==> src/rtl/cw_capture_pkg.sv <==
// Shared definitions for the capture controller: FSM state encoding and names.
package cw_capture_pkg;

    localparam int CW_STATE_W = 3;

    typedef enum logic [CW_STATE_W-1:0] {
        ST_IDLE      = 3'd0,
        ST_PRE_FILL  = 3'd1,
        ST_WAIT_TRIG = 3'd2,
        ST_POST      = 3'd3,
        ST_DONE      = 3'd4
    } cw_state_t;

endpackage

==> src/rtl/cw_trig_match.sv <==
// Combinational trigger comparator: a sample matches when every masked bit
// equals the corresponding bit of the compare pattern.
module cw_trig_match #(
    parameter int DATA_W = 10
) (
    input  logic [DATA_W-1:0] sample,
    input  logic [DATA_W-1:0] mask,
    input  logic [DATA_W-1:0] value,
    output logic              match
);

    // Unmasked bits never block a match, so an all-zero mask always matches.
    always_comb begin
        match = (((sample ^ value) & mask) == '0);
    end

endmodule

==> src/rtl/cw_capture_ctrl.sv <==
// Capture controller for a circular sample memory: optional pre-trigger fill,
// trigger search over a masked pattern, then a fixed number of post-trigger
// samples. Every sampled bus value is presented to the memory one cycle later.
module cw_capture_ctrl
    import cw_capture_pkg::*;
#(
    parameter int DATA_W = 10,
    parameter int ADDR_W = 16,
    parameter int DEPTH  = 1024
) (
    input  logic              trig_clk,
    input  logic              trig_rst,
    input  logic              arm,
    input  logic              abort,
    input  logic [DATA_W-1:0] bus_din,
    input  logic [DATA_W-1:0] trig_mask,
    input  logic [DATA_W-1:0] trig_value,
    input  logic [ADDR_W-1:0] pre_len,
    input  logic [ADDR_W-1:0] post_len,
    output logic              wt_ce,
    output logic              wt_en,
    output logic [ADDR_W-1:0] wt_addr,
    output logic [DATA_W-1:0] wt_data,
    output logic              busy,
    output logic              done,
    output logic              cfg_err,
    output logic [ADDR_W-1:0] trig_addr,
    output logic [ADDR_W-1:0] start_addr
);

    // DEPTH may equal 2^ADDR_W; truncating it makes modular address math work
    // in ADDR_W bits either way.
    localparam logic [ADDR_W-1:0] LAST_ADDR = ADDR_W'(DEPTH - 1);
    localparam logic [ADDR_W-1:0] DEPTH_MOD = ADDR_W'(DEPTH);
    localparam logic [ADDR_W:0]   DEPTH_EXT = (ADDR_W + 1)'(DEPTH);

    cw_state_t         state;
    logic [ADDR_W-1:0] ptr;
    logic [ADDR_W-1:0] cnt;
    logic [ADDR_W-1:0] pre_l;
    logic [ADDR_W-1:0] post_l;
    logic [DATA_W-1:0] mask_l;
    logic [DATA_W-1:0] value_l;
    logic              fin;

    logic              match;
    logic              capture;
    logic              cfg_bad;
    logic [ADDR_W:0]   cfg_sum;
    logic [ADDR_W-1:0] ptr_next;
    logic [ADDR_W-1:0] start_calc;

    cw_trig_match #(
        .DATA_W (DATA_W)
    ) u_match (
        .sample (bus_din),
        .mask   (mask_l),
        .value  (value_l),
        .match  (match)
    );

    // Configuration check, pointer wrap and oldest-sample address arithmetic.
    // The fin flag marks the extra POST cycle in which the final write is on
    // the memory port, so the first DONE cycle has no write in flight.
    always_comb begin
        cfg_sum    = {1'b0, pre_len} + {1'b0, post_len};
        cfg_bad    = (cfg_sum >= DEPTH_EXT);
        ptr_next   = (ptr == LAST_ADDR) ? '0 : ptr + 1'b1;
        start_calc = (ptr >= pre_l) ? (ptr - pre_l) : (ptr - pre_l + DEPTH_MOD);
        capture    = ((state == ST_PRE_FILL) || (state == ST_WAIT_TRIG) ||
                      (state == ST_POST)) && !fin;
    end

    // Capture FSM with registered memory-port and status outputs; reset beats
    // abort, and abort beats arm and trigger.
    always_ff @(posedge trig_clk) begin
        if (trig_rst) begin
            state      <= ST_IDLE;
            ptr        <= '0;
            cnt        <= '0;
            pre_l      <= '0;
            post_l     <= '0;
            mask_l     <= '0;
            value_l    <= '0;
            fin        <= 1'b0;
            wt_ce      <= 1'b0;
            wt_en      <= 1'b0;
            wt_addr    <= '0;
            wt_data    <= '0;
            busy       <= 1'b0;
            done       <= 1'b0;
            cfg_err    <= 1'b0;
            trig_addr  <= '0;
            start_addr <= '0;
        end else if (abort) begin
            state   <= ST_IDLE;
            fin     <= 1'b0;
            wt_ce   <= 1'b0;
            wt_en   <= 1'b0;
            busy    <= 1'b0;
            done    <= 1'b0;
            cfg_err <= 1'b0;
        end else begin
            cfg_err <= 1'b0;
            wt_en   <= 1'b0;

            if (capture) begin
                wt_en   <= 1'b1;
                wt_data <= bus_din;
                wt_addr <= ptr;
                ptr     <= ptr_next;
            end

            case (state)
                ST_IDLE, ST_DONE: begin
                    if (arm) begin
                        if (cfg_bad) begin
                            cfg_err <= 1'b1;
                        end else begin
                            pre_l   <= pre_len;
                            post_l  <= post_len;
                            mask_l  <= trig_mask;
                            value_l <= trig_value;
                            ptr     <= '0;
                            cnt     <= '0;
                            fin     <= 1'b0;
                            busy    <= 1'b1;
                            wt_ce   <= 1'b1;
                            done    <= 1'b0;
                            state   <= (pre_len != '0) ? ST_PRE_FILL : ST_WAIT_TRIG;
                        end
                    end
                end
                ST_PRE_FILL: begin
                    if (cnt == pre_l - 1'b1) begin
                        cnt   <= '0;
                        state <= ST_WAIT_TRIG;
                    end else begin
                        cnt <= cnt + 1'b1;
                    end
                end
                ST_WAIT_TRIG: begin
                    if (match) begin
                        trig_addr  <= ptr;
                        start_addr <= start_calc;
                        cnt        <= '0;
                        fin        <= (post_l == '0);
                        state      <= ST_POST;
                    end
                end
                ST_POST: begin
                    if (fin) begin
                        fin   <= 1'b0;
                        busy  <= 1'b0;
                        wt_ce <= 1'b0;
                        done  <= 1'b1;
                        state <= ST_DONE;
                    end else begin
                        cnt <= cnt + 1'b1;
                        if (cnt == post_l - 1'b1) begin
                            fin <= 1'b1;
                        end
                    end
                end
                default: begin
                    state <= ST_IDLE;
                end
            endcase
        end
    end

endmodule

==> config.mk <==
export PLATFORM = sky130hd
export DESIGN_NAME = cw_capture_ctrl
export DESIGN_NICKNAME = d
export VERILOG_FILES = /design/src/rtl/cw_capture_pkg.sv /design/src/rtl/cw_trig_match.sv /design/src/rtl/cw_capture_ctrl.sv
export SDC_FILE = /design/constraint.sdc
export NUM_CORES = 1
export LEC_CHECK = 0
export ABC_CLOCK_PERIOD_IN_PS = 3050
export CORE_MARGIN = 2
export CORE_UTILIZATION = 50
export DETAILED_ROUTE_END_ITERATION = 6
export MAX_ROUTING_LAYER = met4
export PLACE_DENSITY = 0.86
export SYNTH_ARGS = -nofsm -noshare
export SYNTH_HDL_FRONTEND = slang
export SYNTH_SLANG_ARGS = --single-unit
==> constraint.sdc <==
create_clock -name trig_clk -period 3.05 [get_ports trig_clk]
set_input_delay 0.305 -clock trig_clk [delete_from_list [all_inputs] [get_ports trig_clk]]
set_output_delay 0.305 -clock trig_clk [all_outputs]
set_load 0.05 [all_outputs]
* Word level (Yosys, flattened, before mapping) *
Index checks and enable logic that the tools add are counted.
Widths: inputs -> output; s select.

word-level totals
  memory bits (read-only) = 0
  logic and storage cells = 98
  RAM bits = 0
  bits in latches = 0
  flip-flop bits (word level) = 150
  memories kept = 0
  output and inout bits = 63

cells by class
  bitwise gates (word level) = 6
  magnitude comparators = 2
  divide/modulo/power cells = 0
  shift operators = 0
  muxes and demuxes = 33
  add/sub/neg operators = 7
  reductions and logical operators = 21
  multiply operators = 0
  eq/ne operators = 13

operators with widths
  operator                number
  $mux 16                 11
  $pmux 16 s4             1
  $add 16x1->16 const B   2
  $eq 16x16->1            2
  $sub 16x1->16 const B   2
  $add 16x16->17          1
  $ge 17x11->1 const B    1
  $add 16x11->16 const B  1
  $eq 16x10->1 const B    1
  $ge 16x16->1            1
  $logic_not 16->1        1
  $reduce_bool 16->1      1
  $sub 16x16->16          1
  $mux 3                  5
  $pmux 3 s4              1
  $reduce_and 4->1        3
  $mux 1                  11
  $and 10x10->10          1
  $logic_not 10->1        1
  $ne 2x2->1 const B      5
  $xor 10x10->10          1
  $eq 3x2->1 const B      2
  $reduce_and 6->1        1
  $reduce_and 5->1        1
  other kinds (18)        24

* Logic depth before layout (Yosys ltp) *
Gate-level depths: netlist (run 1).

  depth in word-level cells = 8
  mapped depth = 13
  mapped depth without buffers = 13

* Cells and area by module *
From an unflattened synthesis (run 1), not the netlist that was laid out.

unflattened totals
  cell total of the unflattened synthesis = 1040
  area total of the unflattened synthesis = 8567.0 µm²

by module, submodules not included
  module           cells each  area an instance (µm²)  times used
  cw_capture_ctrl  1024        8428.1                  1
  cw_trig_match    16          138.9                   1

* Worst setup path after synthesis (run 1) *
OpenSTA, ideal clock, no wires.

  path type = input -> register
  from = input port pre_len[9]
  to = register pre_l[8]
  data arrival time = 2774 ps
  stages on the path = 12
  setup slack = 148 ps
  buffers on the path = 2
  required time = 2922 ps
  cell sequence = ha_1 and4_4 o211a_1 a21o_1 a2111oi_4 nor3_2 nor2_2 or4b_1 buf_2 buf_6 mux2i_1 nor2_1

on the way
  word-level cells in the longest chain between the ends = 4

ends and longest elaborated chain
  what                        line                    RTL
  start, declared             cw_capture_ctrl.sv:18   input logic [ADDR_W-1:0] pre_len,
  $add 16x16->17              cw_capture_ctrl.sv:66   cfg_sum = {1'b0, pre_len} + {1'b0, post_len};
  $ge 17x11->1                cw_capture_ctrl.sv:67   cfg_bad = (cfg_sum >= DEPTH_EXT);
  $not 1->1 (no line)         -
  $reduce_and 4->1 (no line)  -
  end signal, assigned        cw_capture_ctrl.sv:120  pre_l <= pre_len;
  end, declared               cw_capture_ctrl.sv:40   logic [ADDR_W-1:0] pre_l;

No other way between the ends.
A chain may end at the register's enable or synchronous reset.

* Worst setup path after layout (run 1) *
  from = input port post_len[7]
  to = register post_l[3]

on the way
  word-level cells in the longest chain between the ends = 4

ends and longest elaborated chain
  what                        line                    RTL
  start, declared             cw_capture_ctrl.sv:19   input logic [ADDR_W-1:0] post_len,
  $add 16x16->17              cw_capture_ctrl.sv:66
  $ge 17x11->1                cw_capture_ctrl.sv:67
  $not 1->1 (no line)         -
  $reduce_and 4->1 (no line)  -
  end signal, assigned        cw_capture_ctrl.sv:121  post_l <= post_len;
  end, declared               cw_capture_ctrl.sv:41   logic [ADDR_W-1:0] post_l;

No other way between the ends.

==> results of run 1 <==
==> critical path: stages <==
cell and delay [ns]:
dlygate4sd2_1 0.28, ha_4 0.25, and4_4 0.20, o211a_1 0.15, a21o_1 0.22, a2111oi_4 0.42
nor3_2 0.10, buf_4 0.15, nor2_2 0.11, or4b_4 0.54, buf_6 0.16, buf_16 0.13
mux2i_1 0.17, nor2_1 0.07
==> synthesized netlist by cell type (3+ instances only) <==
cell | count | area share, %
a211oi_1 | 18 | 1.5
a21o_1 | 6 | 0.51
a21oi_1 | 69 | 3.9
a22oi_1 | 8 | 0.68
a31oi_1 | 11 | 0.78
and2_1 | 4 | 0.28
and3_1 | 18 | 1.3
and4_1 | 6 | 0.59
buf_2 | 3 | 0.17
buf_6 | 5 | 0.64
clkbuf_1 | 44 | 1.9
dfxtp_1 | 150 | 34
ha_1 | 37 | 5.2
inv_1 | 40 | 1.7
mux2i_1 | 89 | 10
nand2_1 | 103 | 4.4
nand2b_1 | 12 | 0.85
nand3_1 | 32 | 1.8
nand4_1 | 16 | 1.1
nor2_1 | 136 | 5.8
nor2b_1 | 8 | 0.57
nor3_1 | 23 | 1.3
nor4_1 | 15 | 1.1
nor4_2 | 4 | 0.57
nor4b_1 | 4 | 0.40
o211ai_1 | 4 | 0.34
o21ai_0 | 37 | 2.1
o22ai_1 | 5 | 0.35
o311ai_1 | 5 | 0.50
o31ai_1 | 7 | 0.59
o41ai_1 | 3 | 0.30
or2_1 | 3 | 0.21
or2_2 | 6 | 0.42
or3_1 | 12 | 0.85
or4_1 | 5 | 0.42
xnor2_1 | 29 | 2.9
xor2_1 | 32 | 3.2
==> cell type report <==
| class | count | area (um2) | share of cell area (%) |
|---|---|---|---|
| Tap cell | 225 | 282 | 2.36 |
| Clock buffer | 18 | 429 | 3.60 |
| Timing Repair Buffer | 239 | 2220 | 18.6 |
| Clock inverter | 14 | 140 | 1.18 |
| Sequential cell | 150 | 3010 | 25.2 |
| Multi-Input combinational cell | 824 | 5690 | 47.8 |
| Inverter | 40 | 150 | 1.26 |
==> kinds of logic (layout without fill, tap and decap cells) <==
family          Yosys count  in the layout  share of synthesized area, %
mux                      90             90                          10.2
simple gates            424            424                          23.6
flops                   150            150                          34.0
fa+ha+maj                39             39                          5.69
buf+inv                  94            311                          4.50
xor+xnor                 62             62                          6.30
compound gates          209            209                          15.8
==> report_power, final <==
part           switching (mW)  total (mW)  internal (mW)
Combinational           0.226       0.448          0.222
Clock                   0.905        2.05           1.14
Sequential            0.00168        1.96           1.96
==> through the flow <==
stage / utilization, % / setup WS [ns] / instance area, um2
detailed placement: 63.4 / -0.607 / 11000
floorplan: - / 0.148 / 8840
finish: 68.9 / 0.0763 / 11900
CTS: 67.9 / 0.00383 / 11700
global route: 68.9 / -0.100 / 11900
global placement: 63.4 / -0.553 / 11000
==> flip-flops by register name (all words and copies together) (netlist names), 16 cells and up <==
| signal | flops |
|---|---|
| trig_addr | 16 |
| wt_addr | 16 |
| post_l | 16 |
| cnt | 16 |
| start_addr | 16 |
| pre_l | 16 |
| ptr | 16 |
==> metal layers <==
| layer | up-vias | global-route usage, % |
|---|---|---|
| met5 | - | - |
| met4 | 0 | 11.1 |
| met3 | 87 | 5.41 |
| met2 | 454 | 49.3 |
| met1 | 4268 | 36.1 |
| li1 | 4238 | - |
==> repair_timing <==
item	CTS	global route
setup buffers	7	2
endpoints found under the setup margin	72	79
cloned	3	0
pin swaps	16	23
gates resized for setup	34	60
endpoints found under the hold margin	0	0
==> final timing paths <==
path | to | depth (start not counted)
worst min register to register | wt_data[6] | 2
worst max-delay path | post_l[3] | 14
worst max register to register | state[1] | 11
worst min-delay path | post_l[13] | 3
==> out/metrics.cfg, run 1 <==
[detailed_routing]
routed-wl-met2_um = 13200
vias_per_cell = 5.99
wl_met1_um = 11200
final_antenna_net_count = 0
first_iter_violations = 705
met3_length_um = 2000
routed_wirelength_um = 27300
avgRoutedWirePerCell_um = 18.1
drc_errors = 0
route.vias.total = 9047
drtPass1Iterations = 6
top_layer = met4

[logic_synthesis]
synth_edf_count = 0
ys_seq_area_share_pct = 34.0
synth_fp_nets = 1173
ys_seq_elements = 150
ys_dominant_reg_cell = dfxtp_1
syn_avg_cell_area_um2 = 8.28
async_flop_share_pct = 0
synth_warnings = 0
syn_inst = 1068
syn-cell-area_um2 = 8840
synthDistinctLibCells = 82

[finish]
nets = 1377
fillers = 1310
syn2layout_area_growth_pct = 34.7
layout-drive-gt1-share_pct = 16.2
layout_common_cells = 148 x dfxtp_1, 135 x nor2_1, 103 x nand2_1, 103 x buf_4, 98 x clkdlybuf4s50_1
fin_cells = 1510
final_common_cell = dfxtp_1
n_antenna_cell = 0

[floorplan]
die_area_um2 = 18800
initial_utilization_pct = 51.1
die_h_um = 137
ios = 129
row_count = 48
die_width_um = 137
core_area_um2 = 17300

[clock_network]
ctsHoldBuffers = 0
insertion_delay_ns = 0.43
htreeDepth = 4
cts_inserted_buffers = 17
clk_pin_slew_worst_paths_ns = 0.06
clock_sinks = 150
cts_root_buffer = clkbuf_16
tritoncts = built
cts_buffer_depth = 2

[critical_path]
crit_start = post_len[7]
reg2reg_from = pre_l[1]
crit_type = in -> reg
cp-end-kind = flop
required_ns = 3.33
cp_max_fo = 5
startpoint_type = primary input
worstPathArrival_ns = 3.25
rrSetupSlack_ns = 0.10

[sta]
skew_ns = 0.00995
worst_pin_slew_ns = 0.921
hold_violations = 0
fin_crit_ns = 2.97
finalSetupViolCount = 0
min_period_over_period_pct = 97.5
finalHoldWorstSlack_ns = 0.182
max-slew-margin-rel_pct = 38.6
fmax_ghz = 0.336
tns_ns = 0
drv_slew = 0

[pwr]
power_mw = 4.46
p_leak_nw = 5.04
peakVddDrop_uv = 398
powerDensity_nw_per_um2 = 374

[placed_design]
gp_congestion = 0.950
portBuffers = 128
hpwl_um = 19300
placed_cells = 1469

[hold_path]
hold_path.class = in -> reg
min-delay-start = post_len[13]

[grt]
grt_pass1_wl_um = 42600
grt-ovfl-total = 0
grt_util_all_layers_pct = 29.8
grt_pass1_vias = 8638
antenna_found_initial = 0
grt_max_degree = 93

[flow_run]
cap_violations = 0

[run_status]
status = finished clean

Power figures use the tool's default switching activity.
==> run 2: changes to the inputs <==
--- a/config.mk
+++ b/config.mk
@@ -7,10 +7,11 @@
 export LEC_CHECK = 0
 export ABC_CLOCK_PERIOD_IN_PS = 3050
 export CORE_MARGIN = 2
-export CORE_UTILIZATION = 50
+export CORE_UTILIZATION = 35
 export DETAILED_ROUTE_END_ITERATION = 6
+export GPL_TIMING_DRIVEN = 0
 export MAX_ROUTING_LAYER = met4
-export PLACE_DENSITY = 0.86
+export PLACE_DENSITY = 0.67
 export SYNTH_ARGS = -nofsm -noshare
 export SYNTH_HDL_FRONTEND = slang
 export SYNTH_SLANG_ARGS = --single-unit
==> run 2 against run 1 <==
Net effect: die area increased by 41%; largest cell class unchanged; global-route usage fell by 8.9 points; critical endpoint is now start_addr[15]; final area is 1.9% lower; sequential cell count did not move.
==> out/metrics.cfg, run 2 (synthesis gave the netlist of run 1 again) <==
[run_status]
status = finished clean

[grt]
grt_pass1_vias = 7895  ; -8.6%
grt_pass1_wl_um = 42200  ; -0.86%
grt-ovfl-total = 0  ; unchanged
grt_util_all_layers_pct = 20.9  ; -8.9 points
grt_max_degree = 17  ; -82%
antenna_found_initial = 0  ; unchanged

[placed_design]
portBuffers = 127  ; -0.78%
gp_congestion = 0.943  ; -0.75%
hpwl_um = 20500  ; +6.5%
postPlaceCellArea_um2 = 10500  ; -3.9%
post-place-ws_ns = -0.965  ; -0.358 ns

[finish]
layout-drive-gt1-share_pct = 11.4  ; -4.8 points
n_antenna_cell = 0  ; unchanged
final_core_util_pct = 46.8  ; -22 points
layout_common_cells = 144 x dfxtp_1, 136 x nor2_1, 103 x nand2_1
regArea_um2 = 3010  ; +0.17%
fillers = 2428  ; +85%
postLayoutCellArea_um2 = 11700  ; -1.9%
nets = 1334  ; -3.1%
multi_input_area_um2 = 5850  ; +2.7%
final_common_cell = dfxtp_1
syn2layout_area_growth_pct = 32.1

[critical_path]
path_delay_family = simple AND/OR/NAND/NOR gates
cp-end-kind = flop
crit_chain = inv_1 > ha_1 > or2_2 > o311a_1 > or2_1 > o311ai_4 > nor2_1 > and3_1 > nand3b_1 > xnor3_1 > a21oi_1
required_ns = 3.42  ; +0.09 ns
r2r_cells = 11  ; unchanged
reg2reg_from = pre_l[3]
worstReg2RegEnd = start_addr[15]
worstPathArrival_ns = 3.36  ; +0.11 ns
crit_cells = 11  ; -3
crit_type = reg -> reg
startpoint_type = flop
max_stage_delay_ns = 0.56  ; +0.02 ns
crit_path_top_delay_cell = dfxtp_1
critPathBufInv = 1  ; -3
cp_max_fo = 7  ; +2
rrSetupSlack_ns = 0.06  ; -0.04 ns

[clock_network]
insertion_delay_ns = 0.44  ; about the same
cts_buffer_depth = 2  ; unchanged
tritoncts = built
clock_sinks = 150  ; unchanged
clk_pin_slew_worst_paths_ns = 0.07  ; about the same
htreeDepth = 4  ; unchanged
cts_inserted_buffers = 17  ; unchanged
cts_root_buffer = clkbuf_16

[detailed_routing]
drtPass1Iterations = 5  ; -1
drc_errors = 0  ; unchanged
routed_wirelength_um = 27300  ; -0.14%
route.vias.total = 8508  ; -6.0%
avgRoutedWirePerCell_um = 17.4  ; -4.1%
wl_met1_um = 12500  ; +12%
vias_per_cell = 5.41  ; -9.7%
final_antenna_net_count = 0  ; unchanged
routed-wl-met2_um = 12600  ; -5.1%
met3_length_um = 1520  ; -24%
first_iter_violations = 582  ; -17%
top_layer = met4

[sta]
max-slew-margin-rel_pct = 45.7  ; +7.1 points
min_period_over_period_pct = 98.1  ; +0.60 points
fin_crit_ns = 2.99  ; +0.0183 ns
tns_ns = 0  ; unchanged
worst_pin_slew_ns = 0.815  ; -0.106 ns
setup_ws_ns = 0.0580  ; -0.0183 ns
skew_ns = 0.0111  ; +0.00116 ns
rsz0062_at_grt = yes
hold_violations = 0  ; unchanged
finalSetupViolCount = 0  ; unchanged
fmax_ghz = 0.334  ; -0.61%
drv_slew = 0  ; unchanged

[pwr]
powerDensity_nw_per_um2 = 379  ; +1.2%
peakVddDrop_uv = 313  ; -21%
p_leak_nw = 4.68  ; -7.1%

[hold_path]
hold_path.class = in -> reg
min-delay-start = post_len[0]
whs_path_depth = 3  ; unchanged
hold_end = post_l[0]

[floorplan]
die_area_um2 = 26600  ; +41%
initial_utilization_pct = 35.4  ; -16 points
ios = 129  ; unchanged
row_count = 58  ; +21%
core_area_um2 = 25000  ; +44%
die_h_um = 163  ; +19%
die_width_um = 163  ; +19%

[flow_run]
cap_violations = 0  ; unchanged

[run 2: cell types whose count changed in the layout (fill, tap and decap cells not counted), sizes merged, moves of 4 or more]
cell          change
dlygate4sd2       +5
clkbuf           +47
buf              -86
dlymetal6s2s      -4
[run 2: through the flow]
step | std cells | total power [mW] | hold slack (ns)
2_1_floorplan | 1068 | 2.18 | 0.441
3_5_place_dp | 1525 | 2.34 | 0.447
3_3_place_gp | 1525 | 2.34 | 0.444
6_report | 1572 | 4.43 | 0.132
5_1_grt | 1572 | 4.57 | 0.126
4_1_cts | 1568 | 4.42 | 0.269
[run 2: area by class of cell]
class	count	share of cell area [%]
Buffer	52	2.39
Clock inverter	14	1.16
Timing Repair Buffer	144	12.2
Clock buffer	18	3.67
Multi-Input combinational cell	824	50.0
Sequential cell	150	25.8
Tap cell	330	3.53
Inverter	40	1.29
[run 2: worst max-delay path by stage]
stage	from	end	slack [ns]
6_report	pre_l[3]	start_addr[15]	0.06
5_1_grt	pre_l[3]	start_addr[15]	-0.09
4_1_cts	post_len[8]	cnt[12]	0.001
3_5_place_dp	pre_len[13]	cfg_err	-0.97
3_3_place_gp	pre_len[13]	cfg_err	-0.94
2_1_floorplan	pre_len[9]	pre_l[8]	0.15
[run 2: where the power goes]
group	switching [mW]	internal, mW
clock	0.964	1.08
sequential	0.00174	1.96
combinational	0.224	0.194
[run 2: routing by layer]
layer	vias up	track usage, %
li1	4152	-
met1	4023	27.3
met2	279	32.2
met3	54	3.95
met4	0	7.60
met5	-	-
[run 2: worst min-delay path, delay by kind of cell]
family / cells / cell delay, ns
AND/OR/NAND/NOR: 1 / 0.07
buffers and inverters: 1 / 0.10
multiplexers: 1 / 0.06
[run 2: what timing repair did]
action | in CTS | in global routing
resized for setup | 50 | 74
pin swaps | 16 | 24
hold buffers | 0 | 0
buffers inserted | 12 | 4
setup endpoints to repair | 95 | 112
cloned | 0 | 1
